<file path="src/rtl/fft_iter_sequencer.sv">
// Butterfly/stage sequencer for a radix-2 DIT FFT of 2^LOG2_POINTS points.
// Counts butterflies k within a stage and stages s, then derives the sample
// RAM operand addresses and the twiddle ROM index combinationally from the
// registered counts.
//
// Build option: define FFT_ITER_TWIDDLE_EN to generate twiddle_addr. When it
// is undefined, twiddle_addr is tied to zero for use with an external twiddle
// generator.
//
// state | meaning
// ------+---------------------------------------------------------------
// IDLE  | waiting for start, counts held at zero
// RUN   | transform in progress, iteration_strobe advances k (and s)
// DONE  | single cycle after the final butterfly, returns to IDLE
module fft_iter_sequencer #(
  parameter int LOG2_POINTS = 5,
  parameter int STAGE_W     = $clog2(LOG2_POINTS)
) (
  input  logic                   clk,
  input  logic                   reset,
  input  logic                   start,
  input  logic                   clear,
  input  logic                   iteration_strobe,
  output logic                   busy,
  output logic                   stage_strobe,
  output logic                   done,
  output logic [LOG2_POINTS-2:0] butterfly_count,
  output logic [STAGE_W-1:0]     stage_count,
  output logic [LOG2_POINTS-1:0] addr_a,
  output logic [LOG2_POINTS-1:0] addr_b,
  output logic [LOG2_POINTS-2:0] twiddle_addr
);

  localparam int K_W = LOG2_POINTS - 1;
  localparam logic [K_W-1:0]     K_LAST = '1;
  localparam logic [STAGE_W-1:0] S_LAST = STAGE_W'(LOG2_POINTS - 1);

  typedef enum logic [1:0] {
    IDLE = 2'd0,
    RUN  = 2'd1,
    DONE = 2'd2
  } state_t;

  state_t             state;
  state_t             state_nx;
  logic [K_W-1:0]     k_nx;
  logic [STAGE_W-1:0] s_nx;
  logic               stage_strobe_nx;
  logic               done_nx;

  // State, counters and the registered pulses.
  always_ff @(posedge clk) begin
    if (reset) begin
      state           <= IDLE;
      butterfly_count <= '0;
      stage_count     <= '0;
      stage_strobe    <= 1'b0;
      done            <= 1'b0;
    end else begin
      state           <= state_nx;
      butterfly_count <= k_nx;
      stage_count     <= s_nx;
      stage_strobe    <= stage_strobe_nx;
      done            <= done_nx;
    end
  end

  // Next-state and counter update; clear wins over start and strobes.
  always_comb begin
    state_nx        = state;
    k_nx            = butterfly_count;
    s_nx            = stage_count;
    stage_strobe_nx = 1'b0;
    done_nx         = 1'b0;
    if (clear) begin
      state_nx = IDLE;
      k_nx     = '0;
      s_nx     = '0;
    end else begin
      case (state)
        IDLE: begin
          if (start) begin
            state_nx = RUN;
            k_nx     = '0;
            s_nx     = '0;
          end
        end
        RUN: begin
          if (iteration_strobe) begin
            if (butterfly_count == K_LAST) begin
              k_nx            = '0;
              stage_strobe_nx = 1'b1;
              if (stage_count == S_LAST) begin
                s_nx     = '0;
                state_nx = DONE;
                done_nx  = 1'b1;
              end else begin
                s_nx = stage_count + 1'b1;
              end
            end else begin
              k_nx = butterfly_count + 1'b1;
            end
          end
        end
        DONE: begin
          state_nx = IDLE;
        end
        default: begin
          state_nx = IDLE;
          k_nx     = '0;
          s_nx     = '0;
        end
      endcase
    end
  end

  assign busy = (state == RUN);

  // Operand addressing. All arithmetic is done at LOG2_POINTS bits; the
  // group shift is split into "<< s" then "<< 1" so the shift amount never
  // has to hold s+1, which can overflow STAGE_W.
  logic [LOG2_POINTS-1:0] k_ext;
  logic [LOG2_POINTS-1:0] half_span;
  logic [LOG2_POINTS-1:0] group_idx;
  logic [LOG2_POINTS-1:0] pos;

  assign k_ext     = {1'b0, butterfly_count};
  assign half_span = LOG2_POINTS'(1) << stage_count;
  assign group_idx = k_ext >> stage_count;
  assign pos       = k_ext & (half_span - 1'b1);
  assign addr_a    = ((group_idx << stage_count) << 1) | pos;
  assign addr_b    = addr_a + half_span;

`ifdef FFT_ITER_TWIDDLE_EN
  // pos < 2^s <= N/2, so it always fits the twiddle width; shifting the
  // narrowed value gives the same result as shifting at full width and
  // truncating.
  logic [STAGE_W-1:0] tw_shift;

  assign tw_shift     = S_LAST - stage_count;
  assign twiddle_addr = pos[K_W-1:0] << tw_shift;
`else
  assign twiddle_addr = '0;
`endif

endmodule

</file>
<file path="config.mk">
export PLATFORM = sky130hd
export DESIGN_NAME = fft_iter_sequencer
export DESIGN_NICKNAME = d
export VERILOG_FILES = /design/src/rtl/fft_iter_sequencer.sv
export SDC_FILE = /design/constraint.sdc
export NUM_CORES = 1
export LEC_CHECK = 0
export ABC_CLOCK_PERIOD_IN_PS = 3400
export CAP_MARGIN = 10
export CORE_ASPECT_RATIO = 0.7
export CORE_MARGIN = 4
export CORE_UTILIZATION = 35
export CTS_CLUSTER_SIZE = 25
export DETAILED_ROUTE_END_ITERATION = 7
export PLACE_DENSITY = 0.68
export SLEW_MARGIN = 40
export SYNTH_ARGS = -nofsm -noshare
export SYNTH_HDL_FRONTEND = slang
export SYNTH_SLANG_ARGS = --single-unit
</file>
<file path="constraint.sdc">
create_clock -name clk -period 3.4 [get_ports clk]
set_input_delay 0.68 -clock clk [delete_from_list [all_inputs] [get_ports clk]]
set_output_delay 0.68 -clock clk [all_outputs]
set_load 0.01 [all_outputs]
</file>
Word-level counts from Yosys, hierarchy flattened

Index checks and enable logic that the tools add are counted.

Output and inout port bits: 24
Bits in latches: 0
Input bits: 5
Word-level logic and storage cells: 49
Memories: 0
Memory bits (writable): 0
Bits in read-only memories: 0
Flip-flop bits (word level): 11

Reduce and logical (&&, ||, !) cells: 7
Order comparisons: 0
Shift-type cells: 3
Div/mod/pow operators: 0
Equality and inequality tests: 8
Bitwise logic cells: 6
Mux-type cells: 16
Multiply operators: 0
Add/sub/neg operators: 4

Operators with widths:

| operator                                                                | count |
|---|---|
| 3-bit two-way mux                                                       | 4 |
| 4-bit two-way mux                                                       | 3 |
| 4-bit one-hot mux with 3 select lines                                   | 1 |
| 3-bit one-hot mux with 3 select lines                                   | 1 |
| 2-bit two-way mux                                                       | 4 |
| 4-bit AND reduction                                                     | 2 |
| 5-bit adder                                                             | 1 |
| 4-bit by 5-bit bitwise AND with 5-bit output                            | 1 |
| 5-bit bitwise OR                                                        | 1 |
| 5-bit OR reduction                                                      | 1 |
| 1-bit by 3-bit left shift with 5-bit output, first input constant       | 1 |
| 5-bit by 3-bit left shift with 4-bit output                             | 1 |
| 4-bit by 3-bit >> shifter with 5-bit output                             | 1 |
| 5-bit by 1-bit subtractor with 5-bit output, second input constant      | 1 |
| 4-bit by 1-bit adder with 4-bit output, second input constant           | 1 |
| 4-bit equality test, second input constant                              | 1 |
| 2-bit by 1-bit inequality test with 1-bit output, second input constant | 2 |
| 2-bit inequality test, second input constant                            | 2 |
| 1-bit inverter                                                          | 4 |
| 2-bit one-hot mux with 2 select lines                                   | 1 |
| 4-bit OR reduction                                                      | 1 |
| 3-bit by 1-bit adder with 3-bit output, second input constant           | 1 |
| 3-bit equality test, second input constant                              | 1 |
| 3-bit AND reduction                                                     | 1 |
| 5 further kinds                                                         | 6 |

Depth between registers and ports, before layout

Depth after elaboration: 5
Mapped depth: 11
Depth with buffers taken out: 11

Worst setup path before layout

Ideal clock, no wire load.

Path kind: register -> output
Start point: reg stage_count[1]
End point: out addr_b[4]
Stages on the path, launching flop included: 12
Path slack: 83 ps
Data arrival time: 2637 ps
Required time: 2720 ps
Path buffers: 0
Cell sequence: dfxtp_1 inv_1 ha_1 nand2_1 ha_1 o21ai_0 inv_1 fa_1 nor2_1 a22o_1 a221oi_1 o2bb2ai_1

Longest elaborated chain between the ends: 5
Elaborated cells between the ends (all ways): 7
Classes of those cells: 2 x add/sub; 3 x shift; 2 x bitwise

Ends and longest elaborated chain:

| what                                         | line | RTL |
|---|---|---|
| start, declared                              | 28   | `output logic [STAGE_W-1:0] stage_count,` |
| start signal, assigned                       | 62   | `stage_count <= s_nx;` |
| 1-bit by 3-bit left shift with 5-bit output  | 128  | `assign half_span = LOG2_POINTS'(1) << stage_count;` |
| 5-bit by 1-bit subtractor with 5-bit output  | 130  | `assign pos = k_ext & (half_span - 1'b1);` |
| 4-bit by 5-bit bitwise AND with 5-bit output | 130  |  |
| 5-bit bitwise OR *                           | 131  | `assign addr_a = ((group_idx << stage_count) << 1) \| pos;` |
| net addr_a[1]                                | 29   | `output logic [LOG2_POINTS-1:0] addr_a,` |
| 5-bit adder *                                | 132  | `assign addr_b = addr_a + half_span;` |
| end, declared                                | 30   | `output logic [LOG2_POINTS-1:0] addr_b,` |

Mark *: on every way through the listed nets, which the timed path passes. The rest lies on a longest branch.

Worst setup path after layout

Start point: reg stage_count[1]
End point: out addr_b[3]

Longest elaborated chain between the ends: 5
Elaborated cells between the ends (all ways): 7
Classes of those cells: 2 x add/sub; 3 x shift; 2 x bitwise

Ends and longest elaborated chain:

| what                                         | line |
|---|---|
| 1-bit by 3-bit left shift with 5-bit output  | 128 |
| 5-bit by 1-bit subtractor with 5-bit output  | 130 |
| 4-bit by 5-bit bitwise AND with 5-bit output | 130 |
| 5-bit bitwise OR                             | 131 |
| 5-bit adder *                                | 132 |

Mark *: on every way between the ends. The rest lies on a longest branch, timed or not.

==> results.json <==
{
  "critPathCaptureType": "primary output",
  "async_set_or_reset_flop_fraction_in_the_synthesized_netlist_pct": 0,
  "run_status": "complete, no violations",
  "critPathArrivalTime_ns": 2.52,
  "yosys-mux-area-fraction_pct": 0,
  "post_route_minimum_period_ns": 3.203,
  "dr.pass1.iters": 4,
  "instances_no_fill": 188,
  "placed_insts": 184,
  "row_count": 15,
  "placed_area_sq_um": 1270,
  "number_of_synthesized_flops_with_an_enable_pin": 0,
  "yosys.area.top_type": "sky130_fd_sc_hd__dfxtp_1",
  "clock_tree.root_cell": "sky130_fd_sc_hd__clkbuf_8",
  "synth_top_cell_area_share_pct": 23.91,
  "ys_types": 43,
  "setup-tns-final_ns": 0,
  "finalSetupViolations": 0,
  "clock-sinks": 11,
  "layout_commonest_cell": "sky130_fd_sc_hd__clkdlybuf4s50_1",
  "clk_pin_slew_ns": 0.05,
  "num_vias": 934,
  "synth_area_sq_um": 920.9,
  "post_cts_hold_buffer_count": 0,
  "hold-worst-slack_ns": 0.4415,
  "endpoint_of_the_lowest_slack_register_to_register_path": "stage_count[2]",
  "report.final.slew_viol_count": 0,
  "hold_viol": 0,
  "final_core_utilization_pct": 53.69,
  "critPathRequiredTime_ns": 2.72,
  "synth_flop_cell": "sky130_fd_sc_hd__dfxtp_1",
  "final_area_sq_um": 1330,
  "floorplan_die_height_um": 50.92,
  "layout-drive-gt1-share_pct": 19.48,
  "wire_per_inst_um": 13.29,
  "grt_setup_unrepaired": "false",
  "antenna_violating_nets_post_route": 0,
  "powerDensity_nw_per_um2": 213.8,
  "drt_via_density": 4.968,
  "synth_warnings": 0,
  "max-clock-path-buffers": 2,
  "ir_worst_vdd_mv": 0.2923,
  "r2r_setup_slack_ns": 1.75,
  "most-common-layout-cells": "21 x sky130_fd_sc_hd__clkdlybuf4s50_1, 14 x sky130_fd_sc_hd__buf_4, 10 x sky130_fd_sc_hd__inv_1, 10 x sky130_fd_sc_hd__nand2_1, 10 x sky130_fd_sc_hd__dfxtp_1",
  "postSynthRegisterBits": 11,
  "antenna_cells_inserted": 0,
  "antenna_violations_before_repair": 0,
  "maxCapViolations": 0,
  "portBuffers": 24,
  "critPathLaunchType": "register",
  "clk-insertion-delay-late_ns": 0.24,
  "start_util_pct": 37.17,
  "die_area_sq_um": 3529,
  "die_width_um": 69.31,
  "synth_seq_area_share_pct": 23.91,
  "drc": 0,
  "ioPinCount": 29,
  "finalWeightedCongestion": 0.8000,
  "final_worst_clock_skew_ns": 0.001880,
  "timing.final.crit_share_pct": 94.20,
  "leakagePower_nw": 0.5372,
  "first_global_vias": 974,
  "area_growth_syn_to_layout_pct": 44.43,
  "htreeDepth": 1,
  "synth_simple_gate_area_share_pct": 26.90,
  "timing.critical_path.fanout_max": 3,
  "largest_family_of_logic_cells_by_synthesized_area": "simple AND/OR/NAND/NOR gates",
  "synth_compound_gate_area_share_pct": 19.57,
  "post_synth_xor_area_fraction_pct": 3.804,
  "grt_max_degree": 12,
  "global_route.usage.total_pct": 15.57,
  "min_from": "state[1]",
  "worst_hold_path.endpoint": "state[0]",
  "synthesis.instances": 116,
  "placed_wire_length_estimate_um": 2029,
  "wl_um": 2499,
  "gr-total-overflow": 0,
  "numCtsBuffers": 3,
  "worst_path_class_setup": "register to primary output",
  "min-delay-path-class": "register to register",
  "synthTopCellsByArea": "sky130_fd_sc_hd__dfxtp_1 24%, sky130_fd_sc_hd__ha_1 12%, sky130_fd_sc_hd__a21oi_1 4.3%, sky130_fd_sc_hd__inv_1 4.1%, sky130_fd_sc_hd__nand2_1 4.1%",
  "worst-r2r-cell-count": 6,
  "fmax_mhz": 312.2,
  "clock_tree_from_tritoncts": "done",
  "wire_length_of_the_first_global_routing_pass_um": 4388,
  "post_synth_fa_ha_maj_area_fraction_pct": 15.49,
  "violation_count_after_the_first_detailed_routing_iteration": 58,
  "critical_path.reg2reg.startpoint": "butterfly_count[0]",
  "syn_area_per_cell_sq_um": 7.939,
  "core_area_sq_um": 2477,
  "fin_nets": 170,
  "hold_path_depth": 1
}
==> per-layer routing <==
metal | global-route usage, % | part of all wire, % | vias to the layer above
li1 | - | - | 472
met1 | 19.27 | 45 | 433
met2 | 27.22 | 48 | 27
met3 | 4.322 | 6.4 | 2
met4 | 3.247 | 0.32 | 0
met5 | 0 | 0 | -
==> final cells by class <==
cell class	instances	area [sq um]
inverter	10	37.54
sequential	11	221.5
timing repair buffer	38	337.8
tap	34	42.54
clock buffer	4	45.04
multi-input combinational	91	645.6
fill	240	1147
==> timing repair <==
action,CTS,global route
pin swaps,0,1
resized for setup,8,2
buffers inserted,0,0
endpoints found under the setup margin,3,1
==> how the worst max path moves through the flow <==
| stage | startpoint | endpoint | slack [ns] | cells past startpoint |
|---|---|---|---|---|
| floorplan | stage_count[1] | addr_b[4] | 0.08 | 11 |
| global placement | stage_count[0] | addr_b[4] | 0.02 | 12 |
| global route | stage_count[1] | addr_b[4] | 0.01 | 12 |
| detailed placement | stage_count[0] | addr_b[4] | -0.14 | 12 |
| finish | stage_count[1] | addr_b[3] | 0.20 | 11 |
| CTS | stage_count[0] | addr_b[4] | 0.07 | 12 |
==> stage by stage <==
step / power, mW / setup WS [ns]
3_3_place_gp: 0.1582 / 0.01778
5_1_grt: 0.3018 / 0.01108
3_5_place_dp: 0.1592 / -0.1383
2_1_floorplan: 0.1498 / 0.08328
4_1_cts: 0.2900 / 0.07006
6_report: 0.2844 / 0.1971
==> cell families (layout without fill, tap and decap cells) <==
logic type | Yosys count | in the layout
AO/OA/AOI/OAI | 26 | 26
XOR/XNOR | 4 | 4
adder cells (fa/ha/maj) | 11 | 11
buffers and inverters | 17 | 52
flip-flops | 11 | 11
other | 2 | 5
AND/OR/NAND/NOR | 45 | 45
==> flip-flops by register name, summed over array words and instances (netlist names) <==
name	flops
butterfly_count	4
state	2
stage_count	3
stage_strobe	1
done	1
==> cell usage after synthesis (2+ instances only) <==
library cell and count:
sky130_fd_sc_hd__nand3_1 2, sky130_fd_sc_hd__a221oi_1 2, sky130_fd_sc_hd__or2_2 2, sky130_fd_sc_hd__nand2b_1 2, sky130_fd_sc_hd__o21ai_0 5, sky130_fd_sc_hd__nand2_1 10
sky130_fd_sc_hd__or4_1 2, sky130_fd_sc_hd__ha_1 9, sky130_fd_sc_hd__nor3_1 3, sky130_fd_sc_hd__and2_1 2, sky130_fd_sc_hd__nor2b_1 4, sky130_fd_sc_hd__nand4_1 2
sky130_fd_sc_hd__conb_1 2, sky130_fd_sc_hd__dfxtp_1 11, sky130_fd_sc_hd__buf_4 4, sky130_fd_sc_hd__a21oi_1 8, sky130_fd_sc_hd__xnor2_1 4, sky130_fd_sc_hd__inv_1 10
sky130_fd_sc_hd__nor2_1 8
==> where the power goes <==
| part | internal (mW) | switching [mW] | leakage, nW |
|---|---|---|---|
| Sequential | 0.130 | 0.000993 | 0.0893 |
| Combinational | 0.0114 | 0.0146 | 0.425 |
| Clock | 0.0820 | 0.0453 | 0.0228 |
| Total | 0.223 | 0.0609 | 0.537 |
==> worst max-delay path, stage by stage, from the launching register on <==
cell	delay [ns]
sky130_fd_sc_hd__dfxtp_1	0.30
sky130_fd_sc_hd__inv_1	0.09
sky130_fd_sc_hd__ha_1	0.19
sky130_fd_sc_hd__nand2_1	0.08
sky130_fd_sc_hd__ha_1	0.28
sky130_fd_sc_hd__o21ai_1	0.07
sky130_fd_sc_hd__buf_4	0.14
sky130_fd_sc_hd__ha_1	0.21
sky130_fd_sc_hd__maj3_1	0.34
sky130_fd_sc_hd__a21oi_1	0.18
sky130_fd_sc_hd__xnor2_1	0.13
sky130_fd_sc_hd__dlygate4sd2_1	0.28
No activity file was read; power rests on OpenSTA's default activity.
